`src/rtl/dmem_arbiter.sv`:
```
// dmem_arbiter: shares a single-port data memory between the pipeline MEM stage (core)
// and a DMA/loader port.
//   Each grant drives mem_* for a fixed MEM_LAT-cycle window, then pulses the owner's ack
//   for one cycle with read data valid.
//   The core wins ties unless the DMA has already lost STARVE_MAX times in a row.
// Ports:
//   clk, reset_n             clock, asynchronous active-low reset
//   core_req/we/addr/wdata   core request (held until core_ack)
//   core_rdata/ack/stall     core read data, one-cycle ack, stall = req & ~ack
//   dma_req/we/addr/wdata    DMA request (held until dma_ack)
//   dma_rdata/ack            DMA read data, one-cycle ack
//   mem_en/we/addr/wdata     memory strobe, write enable, address and write data
//   mem_rdata                memory read data, sampled on the last window cycle
//   perf_conflict            IDLE cycles with both requests high (saturating)
//   perf_dma_grants          DMA grant count (saturating)
//   The two perf_* ports exist only when DMEM_ARB_PERF_EN is defined.
module dmem_arbiter #(
   parameter int AW         = 32,
   parameter int DW         = 32,
   parameter int MEM_LAT    = 1,
   parameter int STARVE_MAX = 4
) (
   input  logic          clk,
   input  logic          reset_n,
   input  logic          core_req,
   input  logic          core_we,
   input  logic [AW-1:0] core_addr,
   input  logic [DW-1:0] core_wdata,
   output logic [DW-1:0] core_rdata,
   output logic          core_ack,
   output logic          core_stall,
   input  logic          dma_req,
   input  logic          dma_we,
   input  logic [AW-1:0] dma_addr,
   input  logic [DW-1:0] dma_wdata,
   output logic [DW-1:0] dma_rdata,
   output logic          dma_ack,
   output logic          mem_en,
   output logic          mem_we,
   output logic [AW-1:0] mem_addr,
   output logic [DW-1:0] mem_wdata,
   input  logic [DW-1:0] mem_rdata
`ifdef DMEM_ARB_PERF_EN
   ,
   output logic [15:0]   perf_conflict,
   output logic [15:0]   perf_dma_grants
`endif
);
   localparam int SW = $clog2(STARVE_MAX + 1);
   typedef enum logic [1:0] {IDLE, ACCESS, DONE} state_t;
   typedef enum logic {CORE, DMA} owner_t;
   generate
      if (MEM_LAT < 1 || MEM_LAT > 4) begin : g_lat_chk
         $error("dmem_arbiter: MEM_LAT must be in 1..4");
      end
   endgenerate
   state_t        state_q, state_d;
   owner_t        owner_q, owner_d;
   logic [SW-1:0] starve_cnt_q, starve_cnt_d;
   logic [1:0]    lat_cnt_q, lat_cnt_d;
   logic          mem_en_q, mem_en_d, mem_we_q, mem_we_d;
   logic [AW-1:0] mem_addr_q, mem_addr_d;
   logic [DW-1:0] mem_wdata_q, mem_wdata_d;
   logic [DW-1:0] core_rdata_q, core_rdata_d, dma_rdata_q, dma_rdata_d;
   logic          dma_win, starved, last_lat;
   always_comb begin
      starved      = starve_cnt_q == SW'(STARVE_MAX);
      dma_win      = dma_req & (~core_req | starved);
      last_lat     = lat_cnt_q == 2'(MEM_LAT - 1);
      state_d      = state_q;
      owner_d      = owner_q;
      starve_cnt_d = starve_cnt_q;
      lat_cnt_d    = lat_cnt_q;
      mem_en_d     = mem_en_q;
      mem_we_d     = mem_we_q;
      mem_addr_d   = mem_addr_q;
      mem_wdata_d  = mem_wdata_q;
      core_rdata_d = core_rdata_q;
      dma_rdata_d  = dma_rdata_q;
      case (state_q)
         IDLE: begin
            if (core_req | dma_req) begin
               state_d     = ACCESS;
               owner_d     = dma_win ? DMA : CORE;
               mem_en_d    = 1'b1;
               mem_we_d    = dma_win ? dma_we : core_we;
               mem_addr_d  = dma_win ? dma_addr : core_addr;
               mem_wdata_d = dma_win ? dma_wdata : core_wdata;
               lat_cnt_d   = 2'd0;
               // Counts consecutive core wins over a waiting DMA; any DMA grant or an
               // uncontested core grant restarts the count.
               starve_cnt_d = (dma_win | ~dma_req) ? '0 :
                              starved ? starve_cnt_q : starve_cnt_q + 1'b1;
            end
         end
         ACCESS: begin
            lat_cnt_d = lat_cnt_q + 1'b1;
            if (last_lat) begin
               state_d  = DONE;
               mem_en_d = 1'b0;
               mem_we_d = 1'b0;
               core_rdata_d = (!mem_we_q && owner_q == CORE) ? mem_rdata : core_rdata_q;
               dma_rdata_d  = (!mem_we_q && owner_q == DMA) ? mem_rdata : dma_rdata_q;
            end
         end
         default: state_d = IDLE;
      endcase
   end
   always_ff @(posedge clk or negedge reset_n) begin
      if (!reset_n) begin
         state_q      <= IDLE;
         owner_q      <= CORE;
         starve_cnt_q <= '0;
         lat_cnt_q    <= 2'd0;
         mem_en_q     <= 1'b0;
         mem_we_q     <= 1'b0;
         mem_addr_q   <= '0;
         mem_wdata_q  <= '0;
         core_rdata_q <= '0;
         dma_rdata_q  <= '0;
      end else begin
         state_q      <= state_d;
         owner_q      <= owner_d;
         starve_cnt_q <= starve_cnt_d;
         lat_cnt_q    <= lat_cnt_d;
         mem_en_q     <= mem_en_d;
         mem_we_q     <= mem_we_d;
         mem_addr_q   <= mem_addr_d;
         mem_wdata_q  <= mem_wdata_d;
         core_rdata_q <= core_rdata_d;
         dma_rdata_q  <= dma_rdata_d;
      end
   end
   assign core_ack   = state_q == DONE && owner_q == CORE;
   assign dma_ack    = state_q == DONE && owner_q == DMA;
   assign core_stall = core_req & ~core_ack;
   assign core_rdata = core_rdata_q;
   assign dma_rdata  = dma_rdata_q;
   assign mem_en     = mem_en_q;
   assign mem_we     = mem_we_q;
   assign mem_addr   = mem_addr_q;
   assign mem_wdata  = mem_wdata_q;
`ifdef DMEM_ARB_PERF_EN
   logic [15:0] perf_conflict_q, perf_conflict_d, perf_dma_grants_q, perf_dma_grants_d;
   always_comb begin
      perf_conflict_d   = perf_conflict_q;
      perf_dma_grants_d = perf_dma_grants_q;
      if (state_q == IDLE && core_req && dma_req && perf_conflict_q != 16'hFFFF)
         perf_conflict_d = perf_conflict_q + 16'd1;
      if (state_q == IDLE && dma_win && perf_dma_grants_q != 16'hFFFF)
         perf_dma_grants_d = perf_dma_grants_q + 16'd1;
   end
   always_ff @(posedge clk or negedge reset_n) begin
      if (!reset_n) begin
         perf_conflict_q   <= 16'd0;
         perf_dma_grants_q <= 16'd0;
      end else begin
         perf_conflict_q   <= perf_conflict_d;
         perf_dma_grants_q <= perf_dma_grants_d;
      end
   end
   assign perf_conflict   = perf_conflict_q;
   assign perf_dma_grants = perf_dma_grants_q;
`endif
endmodule

```
`config.mk`:
```
export PLATFORM = sky130hd
export DESIGN_NAME = dmem_arbiter
export DESIGN_NICKNAME = d
export VERILOG_FILES = /design/src/rtl/dmem_arbiter.sv
export SDC_FILE = /design/constraint.sdc
export NUM_CORES = 1
export LEC_CHECK = 0
export ABC_AREA = 0
export ABC_CLOCK_PERIOD_IN_PS = 2900
export BUFFER_PORTS_ARGS = -buffer_cell sky130_fd_sc_hd__buf_2
export CAP_MARGIN = 20
export CORE_MARGIN = 5
export CORE_UTILIZATION = 50
export DETAILED_ROUTE_END_ITERATION = 12
export PLACE_DENSITY_LB_ADDON = 0.05
export SLEW_MARGIN = 15
export SYNTH_ARGS = -nofsm -noshare
export SYNTH_HDL_FRONTEND = slang
export SYNTH_SLANG_ARGS = --single-unit
```
`constraint.sdc`:
```
create_clock -name clk -period 2.9 [get_ports clk]
set_clock_uncertainty 0.2 [all_clocks]
set_input_delay 0.29 -clock clk [delete_from_list [all_inputs] [get_ports clk]]
set_output_delay 0.29 -clock clk [all_outputs]
set_load 0.1 [all_outputs]
```
==> summary by stage, run 1 <==
Route
Summed over all layers, the routed wires come to 23.2 mm. In the routed design, unresolved DRC markers number 0. The count of vias placed by the detailed router is 6717. After detailed routing, the number of vias per cell comes to 5.69. Once detail routing completed, the nets flagged for antenna violations numbered 0. In the final routed layout, each cell accounts on average for 19.7 µm.

The pre-antenna-repair detailed-routing pass consisted of 5 iterations. The first-iteration detailed-routing DRC count is 585.

STA
The period utilization is 95.8%. The final setup violation count is 0. Setup repair after global routing left no endpoint under its margin.

The slack of the critical path is 0.122 ns. The final critical-path required period is 2.78 ns. For the pin with the worst max-slew slack, the measured transition is 0.768 ns.

Derived from the worst setup path, the maximum achievable clock frequency is 360 MHz. The tightest hold path in the finished design has a slack of 0.241 ns. The number of max-slew violations in the final report came to 0. The final-report hold violation count is 0. Headroom to the max-slew limit came out at 48.8%.

Critical path
The kind of start point of the critical path is a flip-flop. The worst path arrival time is 2.93 ns. The critical path is of the reg2reg type. The required time of the critical path is 3.05 ns. The highest fanout seen on the critical path is 44.

The worst setup path is captured at a flip-flop.

Synthesis
The most used flip-flop cell after synthesis is sky130_fd_sc_hd__dfrtp_1. A synthesized cell averages 11.0 µm². The cell count after synthesis came out at 562. The flip-flop and latch count after synthesis is 138. The netlist uses 35 different library cells. When the netlist entered floorplanning its net count stood at 731.

The post-synthesis sequential area ratio is 55.7%. After synthesis, the share of flip-flops with an asynchronous set or reset is 100%. The number of synthesized flops with an enable pin is 0. The post-synthesis instance area is 6190 µm². The number of warning messages in the yosys log is 0.

Final layout
The multi-input logic area is 2500 µm². The final-layout fill cell count is 683. The combined flip-flop and latch cell area is 3450 µm². The number of nets in the layout is 1167.

Compared with the post-synthesis result, the final layout area differs by 62.4%. The finished cells cover 10100 µm². The fraction of layout cells with a size suffix above 1 is 40.8%.

Clock tree
The root cell of the clock tree is sky130_fd_sc_hd__clkbuf_16. CTS saw 138 sinks. Clock latency on the worst-skew pair, taken at its later pin, is 0.42 ns.

The clock passes through at most 2 buffers. The clock tree from TritonCTS is done. The clock-pin slew on the worst setup and hold paths is 0.06 ns. TritonCTS created 17 clock buffers. The deepest level of the CTS H-tree is 4.

Floorplan
From left edge to right edge, the die measures 121 µm. The site row count is 40. For this configuration, the core starts out at a cell density of 51.4%. The die boundary height is 121 µm. The count of boundary I/O pins is 299.

The overall die area is 14700 µm². The placeable core area is 12100 µm².

Run
Across the run, the number of max-cap violations was 0.

GRT
The first global-routing pass estimated 36.7 mm of wire. Global routing used 31.6% of the available tracks across all layers. The maximum number of pins on one net before global-route repair is 72. The via count of the first global-routing pass is 7201.

After global routing the overflow that remains totals 0. The initial antenna violation count is 2.

Outcome
The run finished with clean final reports.

Hold path
The path category of the worst min-delay check is in2async.

Place
Port buffering added 298 buffers. Summing all placed instances gives a cell area of 7850 µm². The minimum setup slack after placement is 0.553 ns. The wire-length estimate of the detail-placed layout is 13.7 mm. Routability-driven placement finished with a final weighted congestion of 0.832.
==> final timing paths <==
| kind | from | end | slack (ns) | cells after the start |
|---|---|---|---|---|
| setup / recovery | starve_cnt_q[0] | mem_addr[22] | 0.12 | 7 |
| hold reg to reg | mem_en | mem_en | 0.28 | 1 |
| min in group clk | mem_en | mem_en | 0.28 | 1 |
| hold / removal | reset_n | core_rdata[22] | 0.24 | 2 |
| max in group asynchronous | reset_n | mem_wdata[27] | 1.41 | 3 |
| setup reg to reg | starve_cnt_q[0] | mem_addr[22] | 0.12 | 7 |
==> routing by layer <==
layer / global-route usage (%) / vias up / part of all wire [%]
met5: 0 / - / 0.056
met4: 17.9 / 2 / 5.4
met3: 8.76 / 107 / 9.2
met2: 53.6 / 439 / 50
met1: 35.8 / 3227 / 35
li1: - / 2942 / -
==> placed cells by master, fill, tap and decap left out, drive strengths merged, types with 2 or more instances in the layout <==
master       count
clkbuf          24
nor3             2
buf            312
nand4            2
o21ai           66
o22ai            2
nor3b            2
ha               3
dfrtp          138
nor2b            2
diode            2
nand2            2
a21oi           64
dlygate4sd3    163
clkinv           5
inv              9
bufinv           2
mux2            64
a31oi           64
nand2b           3
nand3           68
==> final cells by class <==
cell class,instances,area share (%)
clock inverter,8,0.920
inverter,9,0.336
antenna,2,0.0497
timing repair buffer,475,32.6
tap,168,2.09
clock buffer,24,4.79
multi-input combinational,357,24.9
sequential,138,34.3
==> cells in the mapped netlist, types with 2 or more instances <==
cell | number | area, µm²
sky130_fd_sc_hd__mux2_2 | 32 | 360
sky130_fd_sc_hd__mux2_4 | 30 | 450
sky130_fd_sc_hd__nor2b_1 | 2 | 12.5
sky130_fd_sc_hd__inv_1 | 9 | 33.8
sky130_fd_sc_hd__mux2_1 | 2 | 22.5
sky130_fd_sc_hd__a21oi_1 | 64 | 320
sky130_fd_sc_hd__o21ai_0 | 66 | 330
sky130_fd_sc_hd__dfrtp_1 | 138 | 3450
sky130_fd_sc_hd__buf_1 | 2 | 7.51
sky130_fd_sc_hd__a31oi_1 | 64 | 400
sky130_fd_sc_hd__buf_2 | 8 | 40.0
sky130_fd_sc_hd__buf_6 | 3 | 33.8
sky130_fd_sc_hd__nand2b_1 | 3 | 18.8
sky130_fd_sc_hd__nand4_1 | 2 | 12.5
sky130_fd_sc_hd__clkbuf_1 | 45 | 169
sky130_fd_sc_hd__nor3b_1 | 2 | 15.0
sky130_fd_sc_hd__o22ai_1 | 2 | 12.5
sky130_fd_sc_hd__nand2_1 | 2 | 7.51
sky130_fd_sc_hd__ha_1 | 3 | 37.5
sky130_fd_sc_hd__nand3_1 | 68 | 340
==> state kept, by name (all words and copies together) (netlist names) <==
signal        count
lat_cnt_q         2
dma_rdata        32
core_rdata       32
mem_addr         32
state_q           2
mem_en            1
mem_wdata        32
starve_cnt_q      3
owner_q           1
mem_we            1
==> metrics by stage <==
stage	util, %	cells	setup TNS (ns)
2_1_floorplan	-	562	-0.199
3_3_place_gp	65.0	984	0
6_report	83.4	1181	0
4_1_cts	83.3	1179	0
3_5_place_dp	65.0	984	0
5_1_grt	83.4	1180	0
==> what timing repair did <==
item                                    in CTS  in global routing
buffers inserted                             0                  0
endpoints found under the hold margin      197                  0
resized for setup                            0                  1
hold buffers                               163                  0
endpoints found under the setup margin       0                  1
==> cells by family (layout without fill, tap and decap cells) <==
family | Yosys count | in the layout | share of synthesized area (%)
adder cells (fa/ha/maj) | 3 | 3 | 0.606
multiplexers | 65 | 65 | 13.6
buffers and inverters | 67 | 516 | 4.58
other | 0 | 2 | 0
AO/OA/AOI/OAI | 203 | 203 | 18.1
AND/OR/NAND/NOR | 86 | 86 | 7.35
flip-flops | 138 | 138 | 55.7
==> critical path: stages, from the launching register on <==
cell and delay [ns]:
sky130_fd_sc_hd__dfrtp_1 0.35, sky130_fd_sc_hd__inv_1 0.07, sky130_fd_sc_hd__ha_1 0.26, sky130_fd_sc_hd__a21boi_4 0.55, sky130_fd_sc_hd__buf_12 0.27, sky130_fd_sc_hd__o21ai_0 0.20
sky130_fd_sc_hd__a31oi_1 0.22, sky130_fd_sc_hd__dlygate4sd3_1 0.57
Power of run 1 is not shown: default switching activity piles up to over one toggle a cycle in this logic, so the estimate is an artifact.
==> inputs of run 2 (changes only) <==
CTS_CLUSTER_DIAMETER = 150   (was default)
PLACE_DENSITY = 0.89   (was default)
PLACE_DENSITY_LB_ADDON = default   (was 0.05)
==> summary by stage, run 2 (synthesized netlist as in run 1, its figures left out) <==
Outcome
The flow ran to the end, and the final reports show no timing, DRC or antenna violations.

GRT
The total global routing track utilization is 33.9%. The wire length of the first global-routing pass is 38.9 mm. The total congestion overflow after global routing is 0. The initial antenna violation count is 1.

The maximum number of pins on one net before global-route repair is 71. The via count of the first global-routing pass is 7274.

Critical path
The type of destination of the critical path is a flip-flop. The library cell contributing the largest single delay on the critical path is sky130_fd_sc_hd__dlygate4sd3_1. The worst path arrival time is 2.84 ns. The maximum cell stage delay along the critical path is 0.63 ns.

At the worst endpoint, the required time is 3.04 ns. The critical path goes through inv_1, ha_1, a21bo_2, buf_4, nand3_1, a31oi_1, dlygate4sd3_1. The worst setup path is launched from a flip-flop. The highest fanout seen on the critical path is 31.

The kind of critical path is reg2reg.

Floorplan
The count of boundary I/O pins is 299. The starting utilization of the core area is 51.4%. The floorplan step set the die width to 121 µm. The die covers 14700 µm². The placeable core area is 12100 µm². The die boundary height is 121 µm. The floorplan has 40 rows.

Route
The routed length per placed instance is 21.8 µm. For this block, the via count after detailed routing is 7047. The post-detailed-routing wire length is 25.7 mm. In this run the remaining antenna-violating nets after routing total 0. The number of design rule violations left after detail routing is 0.

Dividing the detail-routed via count by the number of cells gives 5.98. The detailed router finished its first iteration with 953 violations. The number of search-and-repair iterations in the first detailed-routing pass is 5.

STA
For the pin with the worst max-slew slack, the measured transition is 0.756 ns. The final critical path takes up 93.1% of the cycle. Setup repair after global routing left no endpoint under its margin. Based on the critical path, the design can be clocked at up to 370 MHz.

The worst pin sits at a relative slew slack of 49.6%. Setup violations remaining at the end of the flow were counted as 0. The total negative setup slack is 0 ns. The final-report hold violation count came to 0. The number of max-slew violations in the final report is 0. The smallest clock period supported by the final layout is computed as 2.70 ns.

Final layout
In the layout the commonest cells are sky130_fd_sc_hd__buf_2, sky130_fd_sc_hd__dlygate4sd3_1, sky130_fd_sc_hd__dfrtp_1, sky130_fd_sc_hd__nand3_1, sky130_fd_sc_hd__o21ai_0. Leaving out fill and tap cells, the most frequent cell in the layout is sky130_fd_sc_hd__buf_2. The number of nets in the layout is 1166. Cells with a size suffix above 1 make up 41.0% of the layout.

The layout overhead on the synthesized area is 63.3%.

Hold path
The path class of the tightest hold or removal check is in2reg.

Place
The total of buffers placed on input and output ports is 298. After legalization and detailed placement, the total HPWL measured 13.8 mm. The weighted congestion at the end of routability-driven global placement is 0.835.

Clock tree
Counting the buffers created by CTS gives 17. The root cell of the clock tree is sky130_fd_sc_hd__clkbuf_16. Post-CTS timing repair inserted 0 buffers for setup. The clock tree from TritonCTS is done. For this design, the sink count on the clock tree is 138. The deepest level of the CTS H-tree is 4. No sink is reached through more buffers than the 2 on the longest clock path. The clock-pin slew on the worst setup and hold paths is 0.06 ns. The source-to-sink clock delay at the later pin of the worst-skew pair is 0.41 ns.

Run
Max-cap violations in this run came to 0.
==> run 2: cell count changes in the layout (fill, tap and decap cells not counted), moves of 2 or more <==
| cell | before | now |
|---|---|---|
| sky130_fd_sc_hd__bufinv_16 | 2 | 6 |
| sky130_fd_sc_hd__clkinv_2 | 5 | 1 |
| sky130_fd_sc_hd__buf_12 | 4 | 1 |
| sky130_fd_sc_hd__buf_4 | 10 | 13 |
| sky130_fd_sc_hd__clkbuf_1 | 4 | 2 |
| sky130_fd_sc_hd__clkinv_4 | 0 | 2 |
==> run 2: cell type report <==
cell class	count	area, µm²
Fill cell	629	1940
Multi-Input combinational cell	357	2500
Clock inverter	10	211
Antenna cell	1	2.50
Tap cell	168	210
Sequential cell	138	3450
Clock buffer	22	474
Inverter	9	33.8
Timing Repair Buffer	474	3240
==> run 2: stage by stage <==
step / instance area [µm²] / std cells / worst slack (ns) / hold WS [ns] / util [%]
6_report: 10100 / 1179 / 0.199 / 0.0765 / 83.9
5_1_grt: 10100 / 1178 / 0.159 / 0.0645 / 83.9
4_1_cts: 10100 / 1178 / 0.0435 / 0.0242 / 83.9
3_5_place_dp: 7810 / 984 / 0.579 / 0.118 / 64.7
3_3_place_gp: 7810 / 984 / 0.651 / 0.115 / 64.7
2_1_floorplan: 6200 / 562 / -0.199 / -0.206 / -
==> run 2: path summary, 6_finish.rpt <==
kind,from,to,slack (ns),cells past startpoint
setup / recovery,starve_cnt_q[0],mem_addr[24],0.20,7
min in group asynchronous,reset_n,mem_wdata[16],0.23,2
hold reg to reg,core_rdata[4],core_rdata[4],0.30,1
hold / removal,dma_wdata[12],mem_wdata[12],0.08,3
setup reg to reg,starve_cnt_q[0],mem_addr[24],0.20,7
max in group asynchronous,reset_n,mem_wdata[2],1.46,3
==> run 2: timing repair <==
action	CTS	global route
resized for setup	0	1
endpoints found under the setup margin	0	14
hold buffers	162	0
endpoints found under the hold margin	191	0
==> run 2: worst max-delay path: cells and delay by family (launching register included) <==
kind	cells	cell delay (ns)
buffers and inverters	3	1.06
DFF	1	0.38
AOI/OAI and AO/OA	2	0.53
adders and majority gates	1	0.23
and+or+nand+nor	1	0.20
==> run 2: routing by layer <==
layer | up-vias | global-route usage [%] | wire length, µm | part of all wire (%)
li1 | 2944 | - | - | -
met3 | 134 | 9.23 | 2800 | 11
met1 | 3353 | 38.9 | 8940 | 35
met5 | - | 0 | 8 | 0.031
met2 | 614 | 57.5 | 12600 | 49
met4 | 2 | 18.3 | 1350 | 5.3
Power of run 2 is left out for the same reason.
==> inputs of run 3 (changes only) <==
ABC_CLOCK_PERIOD_IN_PS = 2450   (was 2900)
CORE_UTILIZATION = 42   (was 50)
HOLD_SLACK_MARGIN = 0.08   (was default)
PLACE_DENSITY = 0.8   (was 0.89)
clock period = 2.45 ns   (was 2.9 ns; I/O delays follow)
==> summary by stage, run 3 (synthesized netlist as in run 1, its figures left out) <==
Final layout
The most common library cell in the layout ignoring fill and taps is sky130_fd_sc_hd__buf_2. The filler cells instantiated in the layout total 939. The final layout contains 1173 nets. The number of antenna diodes in the final layout is 0. The post-layout instance count excluding filler cells is 1201. The layout overhead on the synthesized area is 65.4%.

The post-route netlist has 41.5% of its cells at a drive strength greater than 1. The top cell types in the final layout, fill and taps aside, are sky130_fd_sc_hd__buf_2, sky130_fd_sc_hd__dlygate4sd3_1, sky130_fd_sc_hd__dfrtp_1, sky130_fd_sc_hd__nand3_1.

Critical path
STA puts the critical path data arrival time at 2.52 ns. The sum of buffers and inverters on the critical path is 3. The worst setup path is launched from a flip-flop.

The worst register-to-register path has a depth of 7. The kind of cell adding the most delay to the critical path is buffers and inverters. STA classifies the critical path endpoint as a flip-flop. The maximum cell stage delay along the critical path is 0.58 ns. In this run the register-to-register setup slack is 0.08 ns.

The signal on the critical path passes through inv_1, ha_2, a21bo_2, buf_12, nand3_1, a31oi_1, dlygate4sd3_1. The library cell contributing the largest single delay on the critical path is sky130_fd_sc_hd__dlygate4sd3_1. The required time of the critical path is 2.60 ns. The cell count along the critical path is 7. Of all nets on the critical path, the largest fanout is 47. The setup path with the least slack is of type reg2reg.

STA
Headroom to the max-slew limit came out at 47.5%. The number of max-slew violations in the final report is 0. Setup violations remaining at the end of the flow were counted as 0. Based on the critical path, the design can be clocked at up to 422 MHz. After layout, the worst path uses 96.7% of the clock period. The final-report hold violation count was 0. The slack of the critical path is 0.0806 ns. The final critical-path required period is 2.37 ns.

The slew of the pin with the lowest slew margin is 0.788 ns.

Clock tree
The clock tree from TritonCTS is done. The longest clock path from root to sink contains 2 buffers. The clock-pin slew on the worst setup and hold paths is 0.07 ns. In this run the clock root is driven by a sky130_fd_sc_hd__clkbuf_16. The clock tree synthesis step divided the H-tree into 4 levels.

The clock reaches the later pin of the worst-skew pair after 0.41 ns. The clock net sink count is 138. Counting the buffers created by CTS gives 17.

GRT
The via count of the first global-routing pass is 7012. The total congestion overflow after global routing is 0. The initial antenna violation count is 0. The maximum number of pins on one net before global-route repair is 71. The wire length of the first global-routing pass is 39.7 mm. The total global routing track utilization is 28.3%.

Route
The wire length on met2 is 13.0 mm. The total routed wire length on the met1 layer is 9.54 mm. The number of search-and-repair iterations in the first detailed-routing pass is 5. Summed over all nets, wire length on met3 after detailed routing comes to 2.51 mm. In this run, the number of DRC markers left after iteration 0 of detailed routing was 609. In the final routed layout, each cell accounts on average for 21.6 µm. After detailed routing, the number of remaining DRC violations is 0. In the routed layout, each cell is associated on average with a via count of 5.71. Once detail routing completed, the nets flagged for antenna violations numbered 0.

The count of vias placed by the detailed router is 6857. For this block, the routed nets add up to 25.9 mm of wire. The highest layer touched by signal routing is met4.

Floorplan
The site row count is 44. During I/O placement, the number of pins put on the boundary was 299. For this configuration, the core starts out at a cell density of 42.8%.

The floorplan step set the die height to 131 µm. The overall die area is 17300 µm². From left edge to right edge, the die measures 131 µm. In this run the standard cell core region covers 14500 µm².

Place
Including well taps, the total number of placed cells is 1000. Buffers placed on the I/O ports in this run total 298. At the end of routability-driven placement, the weighted congestion stood at 0.785. The post-detailed-placement half-perimeter wirelength is 13.5 mm. The minimum setup slack after placement is 0.315 ns.

Run
Across the run, the number of max-cap violations was 0.

Outcome
The flow ran to the end, and the final reports show no timing, DRC or antenna violations.

Hold path
The path category of the worst min-delay check is in2async.
-- run 3: metal layers --
| metal | global-route usage, % | vias to the layer above |
|---|---|---|
| met5 | 0 | - |
| met4 | 10.3 | 0 |
| met3 | 8.30 | 68 |
| met2 | 48.2 | 488 |
| met1 | 34.1 | 3339 |
| li1 | - | 2962 |
-- run 3: repair_timing --
item,4_1_cts,5_1_grt
resized for setup,0,8
hold endpoints to repair,267,0
hold buffers,163,0
setup buffers,0,1
setup endpoints to repair,0,60
-- run 3: path summary, 6_finish.rpt --
path                            startpoint              to
setup reg to reg           starve_cnt_q[0]    mem_addr[13]
setup / recovery           starve_cnt_q[0]    mem_addr[13]
hold reg to reg             core_rdata[22]  core_rdata[22]
max in group asynchronous          reset_n    mem_addr[22]
hold / removal                     reset_n   dma_rdata[21]
min in group clk                   dma_req         owner_q
-- run 3: through the flow --
| step | util, % | hold slack [ns] | TNS [ns] | cell area, µm² |
|---|---|---|---|---|
| CTS | 69.8 | 0.148 | 0 | 10100 |
| finish | 70.8 | 0.141 | 0 | 10200 |
| global placement | 54.6 | 0.0186 | 0 | 7900 |
| floorplan | - | -0.251 | -0.604 | 6200 |
| detailed placement | 54.6 | 0.0215 | 0 | 7900 |
| global route | 70.8 | 0.176 | -0.0100 | 10200 |
-- run 3: layout make-up --
type	instances	area [µm²]	share of cell area (%)
timing repair buffer	481	3460	33.8
sequential	138	3450	33.7
multi-input combinational	357	2500	24.4
clock buffer	18	429	4.19
tap	184	230	2.25
clock inverter	14	139	1.36
inverter	9	33.8	0.330
-- run 3: worst register-to-register path, cell delays in order (launching register included) --
cell,delay (ns)
sky130_fd_sc_hd__dfrtp_1,0.38
sky130_fd_sc_hd__inv_1,0.09
sky130_fd_sc_hd__ha_2,0.23
sky130_fd_sc_hd__a21bo_2,0.18
sky130_fd_sc_hd__buf_12,0.22
sky130_fd_sc_hd__nand3_1,0.18
sky130_fd_sc_hd__a31oi_1,0.24
sky130_fd_sc_hd__dlygate4sd3_1,0.58
Power of run 3 is left out for the same reason.
